==> src/rtl/cdb_arbiter.sv <==
// Common data bus arbiter: buffers one-cycle FU completion pulses in per-FU
// FIFOs and drains them round-robin, one packet per cycle, onto a registered CDB.

package rv32i_types;
  typedef struct packed {
    logic        valid;
    logic [4:0]  rd;
    logic [31:0] data;
  } cdb_t;
endpackage

module cdb_arbiter #(
  parameter int unsigned NUM_FU = 4,
  parameter int unsigned DEPTH  = 2
) (
  input  logic                      clk,
  input  logic                      rst,
  input  logic                      flush,
  input  logic [NUM_FU-1:0]         fu_complete_valid,
  input  rv32i_types::cdb_t         fu_complete_data [NUM_FU],
  output logic [NUM_FU-1:0]         fu_stall,
  output logic                      cdb_valid,
  output rv32i_types::cdb_t         cdb_data,
  output logic [$clog2(NUM_FU)-1:0] cdb_grant_fu,
  output logic                      overflow
);
  import rv32i_types::*;

  localparam int unsigned PW = $clog2(DEPTH);
  localparam int unsigned CW = PW + 1;
  localparam int unsigned GW = $clog2(NUM_FU);
  localparam logic [CW-1:0] FULL_CNT = CW'(DEPTH);
  localparam logic [GW-1:0] LAST_FU  = GW'(NUM_FU - 1);

  // FIFO storage and bookkeeping
  cdb_t                     mem_q [NUM_FU][DEPTH];
  logic [NUM_FU-1:0][PW-1:0] wr_ptr_q, wr_ptr_d;
  logic [NUM_FU-1:0][PW-1:0] rd_ptr_q, rd_ptr_d;
  logic [NUM_FU-1:0][CW-1:0] count_q, count_d;

  // Arbitration and output state
  logic [GW-1:0] rr_ptr_q, rr_ptr_d;
  logic          cdb_valid_q, cdb_valid_d;
  cdb_t          cdb_data_q, cdb_data_d;
  logic [GW-1:0] grant_q, grant_d;
  logic          overflow_q, overflow_d;

  logic [NUM_FU-1:0] nonempty;
  logic [NUM_FU-1:0] full;
  logic [NUM_FU-1:0] pop;
  logic [NUM_FU-1:0] push;
  logic [NUM_FU-1:0] drop;
  logic              grant_valid;
  logic [GW-1:0]     grant_idx;
  logic [GW-1:0]     cand;

  // FIFO status and stall flags, from registered counts only
  always_comb begin
    nonempty = '0;
    full     = '0;
    fu_stall = '0;
    for (int unsigned i = 0; i < NUM_FU; i++) begin
      nonempty[i] = (count_q[i] != '0);
      full[i]     = (count_q[i] == FULL_CNT);
      // Leaves room for one issue already in flight when stall rises.
      fu_stall[i] = ((FULL_CNT - count_q[i]) <= CW'(1));
    end
  end

  // Round-robin select: first non-empty FIFO at or after rr_ptr, wrapping
  always_comb begin
    grant_valid = 1'b0;
    grant_idx   = '0;
    cand        = '0;
    for (int unsigned k = 0; k < NUM_FU; k++) begin
      cand = GW'((32'(rr_ptr_q) + k) % NUM_FU);
      if (!grant_valid && nonempty[cand]) begin
        grant_valid = 1'b1;
        grant_idx   = cand;
      end
    end
  end

  // Push/pop qualification; a pop frees the slot for a same-cycle push
  always_comb begin
    pop  = '0;
    push = '0;
    drop = '0;
    for (int unsigned i = 0; i < NUM_FU; i++) begin
      pop[i]  = grant_valid && (grant_idx == GW'(i));
      push[i] = fu_complete_valid[i] && (!full[i] || pop[i]);
      drop[i] = fu_complete_valid[i] && full[i] && !pop[i];
    end
  end

  // FIFO pointer and count next-state; pointers wrap naturally
  always_comb begin
    wr_ptr_d = wr_ptr_q;
    rd_ptr_d = rd_ptr_q;
    count_d  = count_q;
    for (int unsigned i = 0; i < NUM_FU; i++) begin
      wr_ptr_d[i] = wr_ptr_q[i] + PW'(push[i]);
      rd_ptr_d[i] = rd_ptr_q[i] + PW'(pop[i]);
      count_d[i]  = count_q[i] + CW'(push[i]) - CW'(pop[i]);
    end
  end

  // CDB, round-robin pointer and sticky overflow next-state
  always_comb begin
    cdb_valid_d = grant_valid;
    cdb_data_d  = '0;
    grant_d     = grant_q;
    rr_ptr_d    = rr_ptr_q;
    if (grant_valid) begin
      cdb_data_d       = mem_q[grant_idx][rd_ptr_q[grant_idx]];
      cdb_data_d.valid = 1'b1;
      grant_d          = grant_idx;
      rr_ptr_d         = (grant_idx == LAST_FU) ? '0 : grant_idx + GW'(1);
    end
    overflow_d = overflow_q | (|drop);
  end

  // State registers; reset beats flush, flush keeps rr_ptr/overflow/grant
  always_ff @(posedge clk) begin
    if (rst) begin
      wr_ptr_q    <= '0;
      rd_ptr_q    <= '0;
      count_q     <= '0;
      rr_ptr_q    <= '0;
      cdb_valid_q <= 1'b0;
      cdb_data_q  <= '0;
      grant_q     <= '0;
      overflow_q  <= 1'b0;
    end else if (flush) begin
      wr_ptr_q    <= '0;
      rd_ptr_q    <= '0;
      count_q     <= '0;
      cdb_valid_q <= 1'b0;
      cdb_data_q  <= '0;
    end else begin
      wr_ptr_q    <= wr_ptr_d;
      rd_ptr_q    <= rd_ptr_d;
      count_q     <= count_d;
      rr_ptr_q    <= rr_ptr_d;
      cdb_valid_q <= cdb_valid_d;
      cdb_data_q  <= cdb_data_d;
      grant_q     <= grant_d;
      overflow_q  <= overflow_d;
    end
  end

  // FIFO payload storage; no reset needed, validity tracked by counts
  always_ff @(posedge clk) begin
    if (!rst && !flush) begin
      for (int unsigned i = 0; i < NUM_FU; i++) begin
        if (push[i]) begin
          mem_q[i][wr_ptr_q[i]] <= fu_complete_data[i];
        end
      end
    end
  end

  assign cdb_valid    = cdb_valid_q;
  assign cdb_data     = cdb_data_q;
  assign cdb_grant_fu = grant_q;
  assign overflow     = overflow_q;

endmodule
==> config.mk <==
export PLATFORM = sky130hd
export DESIGN_NAME = cdb_arbiter
export DESIGN_NICKNAME = d
export VERILOG_FILES = /design/src/rtl/cdb_arbiter.sv
export SDC_FILE = /design/constraint.sdc
export NUM_CORES = 1
export LEC_CHECK = 0
export CORE_ASPECT_RATIO = 0.75
export CORE_MARGIN = 2
export CORE_UTILIZATION = 55
export CTS_CLUSTER_SIZE = 16
export DETAILED_ROUTE_END_ITERATION = 12
export HOLD_SLACK_MARGIN = 0.12
export PLACE_DENSITY = 0.9
export REMOVE_ABC_BUFFERS = 1
export SETUP_SLACK_MARGIN = 0.4
export SLEW_MARGIN = 30
export SYNTH_ARGS = -nofsm -noshare
export SYNTH_HDL_FRONTEND = slang
export SYNTH_SLANG_ARGS = --single-unit
==> constraint.sdc <==
create_clock -name clk -period 6.9 [get_ports clk]
set_input_delay 1.38 -clock clk [delete_from_list [all_inputs] [get_ports clk]]
set_output_delay 1.38 -clock clk [all_outputs]
set_load 0.01 [all_outputs]
## After elaboration in Yosys (flattened, before gate mapping)

Memory sizes are Yosys's and may differ from the RTL's.
Index checks and enable logic that the tools add are counted.

- Register bits after elaboration: 60
- Memory bits (writable): 304
- Input port bits: 159
- Output and inout port bits: 46
- Memories kept: 1

- Add/subtract/negate cells: 24
- Order comparisons: 18
- Equality and inequality tests: 7
- Muxes and demuxes: 43
- Bitwise operators: 8
- Reduce and logical (&&, ||, !) cells: 50

Memory list:

| name | words | width | rd ports | clocked after memory_dff | wr ports | line | text |
|---|---|---|---|---|---|---|---|
| mem_q | 4 | 76 | 1 | 0 | 4 | 36 | `cdb_t mem_q [NUM_FU][DEPTH];` |

Operators by type and width:

| cell | count |
|---|---|
| 76-bit two-way mux | 4 |
| 38-bit two-way mux | 5 |
| 38-bit demux with 1-bit select | 4 |
| 37-bit two-way mux | 3 |
| 1-bit logical AND | 24 |
| 1-bit two-way mux | 17 |
| 2-bit by 3-bit < comparator with 1-bit output (second input constant) | 5 |
| 1-bit zero test | 13 |
| 2-bit equality test (second input constant) | 6 |
| 1-bit binary-select mux with 2-bit select | 5 |
| 2-bit greater-or-equal comparator (second input constant) | 5 |
| 2-bit two-way mux | 5 |
| 1-bit inverter with 2-bit output | 5 |
| 1-bit adder | 8 |
| 2-bit by 1-bit adder with 2-bit output | 4 |
| 2-bit by 1-bit <= comparator with 1-bit output (second input constant) | 4 |
| 2-bit by 1-bit < comparator with 1-bit output (second input constant) | 4 |
| 2-bit nonzero test | 4 |
| 2-bit by 1-bit subtractor with 2-bit output | 4 |
| 2-bit subtractor (first input constant) | 4 |
| 2-bit by 1-bit adder with 2-bit output (second input constant) | 2 |
| 2-bit adder (second input constant) | 2 |
| 1-bit logical OR | 4 |
| 4-bit OR reduction | 1 |
| 7 further kinds | 8 |

## Longest topological paths before layout

- Word-level depth: 20
- Gate-level depth with buffers: 17
- Depth with buffers taken out: 15

## Worst setup path before layout

OpenSTA, ideal clock, no wires.

- Path type: register to register
- Start: reg count_q[1] (netlist name)
- End: mem mem_q[1][38] (netlist name) (enable)
- Library setup time: 0.477 ns
- Arrival: 4.789 ns
- Data required time: 6.423 ns
- Path slack: 1.633 ns
- Cell stages (with the launch flop): 11
- Path buffers: 1
- Cell sequence: dfxtp_1 > inv_1 > ha_1 > nand2b_1 > o2111ai_2 > nand3_1 > buf_2 > a22oi_1 > o21a_1 > inv_1 > nor3_1

RTL lines:

| element | line | text |
|---|---|---|
| start: declaration | 39 | `logic [NUM_FU-1:0][CW-1:0] count_q, count_d;` |
| start signal: assignment | 143 | `count_q <= count_d;` |
| end: declaration | 36 |  |

==> summary.md <==
| Metric | Value |
|---|---|
| Combinational share of power | 0.534 |
| Avg Cell Area, Syn | 14.47 sq um |
| Tcrit/Tclk final | 0.7700 |
| Initial antenna violation count | 2 |
| Seq cells post-synth | 355 |
| Slew Limit Fails | 0 |
| Startpoint types | register |
| Worst slack at placement | about 1.7 ns |
| Post-synth top area share | 0.5782 |
| Leak | 6.896 nW |
| Wirelength, routed | 43.18 mm |
| Worst hold slack | 0.5131 ns |
| CTS Root Cell | clkbuf_16 |
| Pwr dens | 517.0 nW/um^2 |
| Port Buf Inserts | 200 |
| Yosys cell types | a little over 60 |
| Total grt overflow | 0 |
| Post-placement cell count | 1,561 |
| Post-DP Area | 17,710 sq um |
| WHS Endpoint | cdb_grant_fu[1] |
| RR Startpoint | rr_ptr_q[0] |
| Main synth FF type | edfxtp_1 |
| Endpoints failing hold | 0 |
| Final ANT Viol Nets | 0 |
| DR pass1 iterations | 7 |
| Power Total | 9.764 mW |
| Netlist Area Pre-Place | 15,370 sq um |
| Psw | 4.164 mW |
| Total CTS buffers | 35 |
| Vias after detailed routing | 10,480 |
| CP cell instances | buf_16 -> mux2_2 -> or4b_1 -> a21boi_4 -> buf_4 -> nor2_4 -> inv_1 -> ha_1 -> o21ai_1 -> a21boi_0 -> nand2_1 -> nor2_4 -> buf_4 |
| Number of synthesized flops with an enable pin | 296 |
| CP Class | register to register |
| Clock power share | 0.193 |
| Setup_tns | 0 ns |
| Max_cap viols | 0 |
| # DRC | 0 |
| Crit. End Element | register |
| Die height | 148.8 um |
| Post-CTS Setup Bufs | 0 |
| Resize count post-CTS | 0 |
| Critical Path Slowest Stage Cell | nor2_4 |
| Internal power | 5.600 mW |
| Finish-stage setup viols | 0 |
| CTS tree | yes |
| Number of I/O pins | between 200 and 250 |
| Area of the die | 29,320 sq um |
| Hold Crit Depth | 2 |
| Reg2reg path depth | 13 |
| Vias in the first global route | 10,802 |
| Fmax | 188.2 MHz |
| CTS Hold Bufs | 0 |
| YS warnings | 0 |
| Tightest Pin Transition | 0.9949 ns |
| Final Skew | 0.02116 ns |
| Gr usage total | 0.2936 |
| Design area | 18,890 sq um |
| DPL Wire Length | 25.68 mm |
| Reg power frac | 0.274 |
| Critical path fanouts, max | 57 |
| Layout cells sized above 1 | 0.1655 |
| Clock latency on the worst-skew pair | 0.52 ns |
| Die W | around 200 um |
| Unrepaired setup endpoints after global routing | false |
| Reg clk slew, reported paths | 0.06 ns |
| Core Box Area | around 27,000 sq um |
| Layout Cells excl Fill | 1,628 |
| Fin crit period | around 5.3 ns |
| Critical path required time | 7.09 ns |
| Hold_sp | cdb_grant_fu[1] |
| Slew margin rel. | 0.3367 |
| Gpl congestion | 0.8633 |
| Cells after Synth | roughly 1,100 |
| Effective utilization at floorplan | 0.5639 |
| Ranking of synthesized cells by area | edfxtp_1 (58%), dfxtp_1 (7.7%), mux2i_1 (7.2%), o41ai_2 (3.2%), mux2_2 (2.9%) |
| H-tree level count | 2 |
| Max VDD drop | slightly above 0.0007 V |
| # nets final | 1,427 |
| Switching share of total power | 0.4264 |
| Register area share after synthesis | 0.6551 |
| Critical Path Max Stage Delay | 0.77 ns |
| Mean routed wirelength per cell | approximately 27 um |
| Final core occ | 0.6928 |
| Area leader, netlist | edfxtp_1 |
| Fraction of registers with async set/reset | 0 |
| FF-to-FF End | mem_q[3][74] |
| Maximum buffer depth of the clock tree | 3 |
| DRT iter0 DRCs | 1,231 |
| # rows | 52 |
| Area added between synthesis and finish | 22.86% |
| Status | completed |
| Sink Count | 355 |
| Reg2reg setup slack | 1.59 ns |
| Largest net degree at the start of global routing | 76 |
| Worst path arrival time | 5.50 ns |
| Via density | between 6 and 7 |
| Final WS setup | 1.587 ns |
| Hold Path Class | register to register |
| First-pass GRT wire length | 64.14 mm |
power groups by stage:
stage | clock network [mW] | registers (mW) | logic, mW
6_report | 1.88 | 2.67 | 5.21
5_1_grt | 1.98 | 2.69 | 5.52
4_1_cts | 1.90 | 2.67 | 5.15
3_5_place_dp | 0 | 2.71 | 5.11
3_3_place_gp | 0 | 2.75 | 4.87
2_1_floorplan | 0 | 2.76 | 3.37
state kept, by name (all words and copies together), names as in the netlist:
signal        flops
cdb_grant_fu      2
cdb_valid         1
wr_ptr_q          4
cdb_data         37
mem_q           296
rd_ptr_q          4
overflow          1
count_q           8
rr_ptr_q          2
cell usage after synthesis (all sizes together) (3+ instances only):
library cell / instances
edfxtp: 296
a21oi: 116
mux2i: 110
dfxtp: 59
nand2: 48
o21ai: 47
nand3: 43
clkbuf: 40
mux2: 40
a221oi: 37
buf: 37
o41ai: 36
nor2: 35
ha: 20
inv: 20
xnor2: 10
nor3: 8
a211oi: 6
and2: 6
a21boi: 5
and3: 5
xor2: 5
nor4: 3
metal layers:
metal,global-route usage,wire length (um),part of all wire
met2,0.4885,20890,0.48
met4,0.09060,1011,0.023
met1,0.4002,16380,0.38
met3,0.05019,4902,0.11
met5,0,0,0
final cells by class:
cell class,instances,area [sq um]
Timing Repair Buffer,226,2241
Sequential cell,355,10070
Tap cell,351,439.2
Antenna cell,2,5.005
Clock buffer,48,985.9
Fill cell,1779,8376
Inverter,20,75.07
Multi-Input combinational cell,610,4913
Clock inverter,16,152.6
cells by family (layout without fill, tap and decap cells):
| logic type | count (synthesis) | in the layout | share of synthesized area |
|---|---|---|---|
| AOI/OAI and AO/OA | 264 | 264 | 0.1329 |
| xor gates and xnor gates | 15 | 15 | 0.008546 |
| adders and majority gates | 20 | 20 | 0.01628 |
| buffers and inverters | 97 | 310 | 0.03182 |
| DFF | 355 | 355 | 0.6551 |
| muxes | 152 | 152 | 0.1039 |
| other | 0 | 2 | 0 |
| and+or+nand+nor | 159 | 159 | 0.05152 |
cells in the final DEF, fill, tap and decap left out, drive strengths merged, types with 2 or more instances in the layout:
cell type	count
edfxtp	296
clkdlybuf4s50	200
a21oi	116
mux2i	110
dfxtp	59
nand2	48
clkbuf	48
o21ai	47
nand3	43
mux2	40
a221oi	37
o41ai	36
nor2	35
buf	26
inv	22
ha	20
xnor2	10
clkinv	9
nor3	8
a211oi	6
and2	6
xor2	5
and3	5
a21boi	5
nor4	3
clkinvlp	3
diode	2
nor3b	2
mux4	2
o211ai	2
nand3b	2
a32oi	2
bufinv	2
a21o	2
worst max-delay path, delay by kind of cell, from the launching register on:
kind	cells	cell delay [ns]
AO/OA/AOI/OAI	3	0.81
adder cells (fa/ha/maj)	1	0.16
buffers and inverters	4	1.33
flip-flops	1	0.71
multiplexers	1	0.27
AND/OR/NAND/NOR	4	1.64
worst max path at each step:
stage	start	end	slack, ns	depth (start not counted)
finish	rr_ptr_q[0]	mem_q[3][74]	1.59	13
global route	rr_ptr_q[0]	mem_q[3][69]	1.28	13
CTS	rr_ptr_q[0]	mem_q[3][69]	1.59	13
detailed placement	rr_ptr_q[0]	mem_q[3][69]	1.67	13
global placement	rr_ptr_q[0]	mem_q[3][69]	1.62	12
floorplan	rr_ptr_q[0]	mem_q[3][38]	-3.19	10
Power figures use the tool's default switching activity.
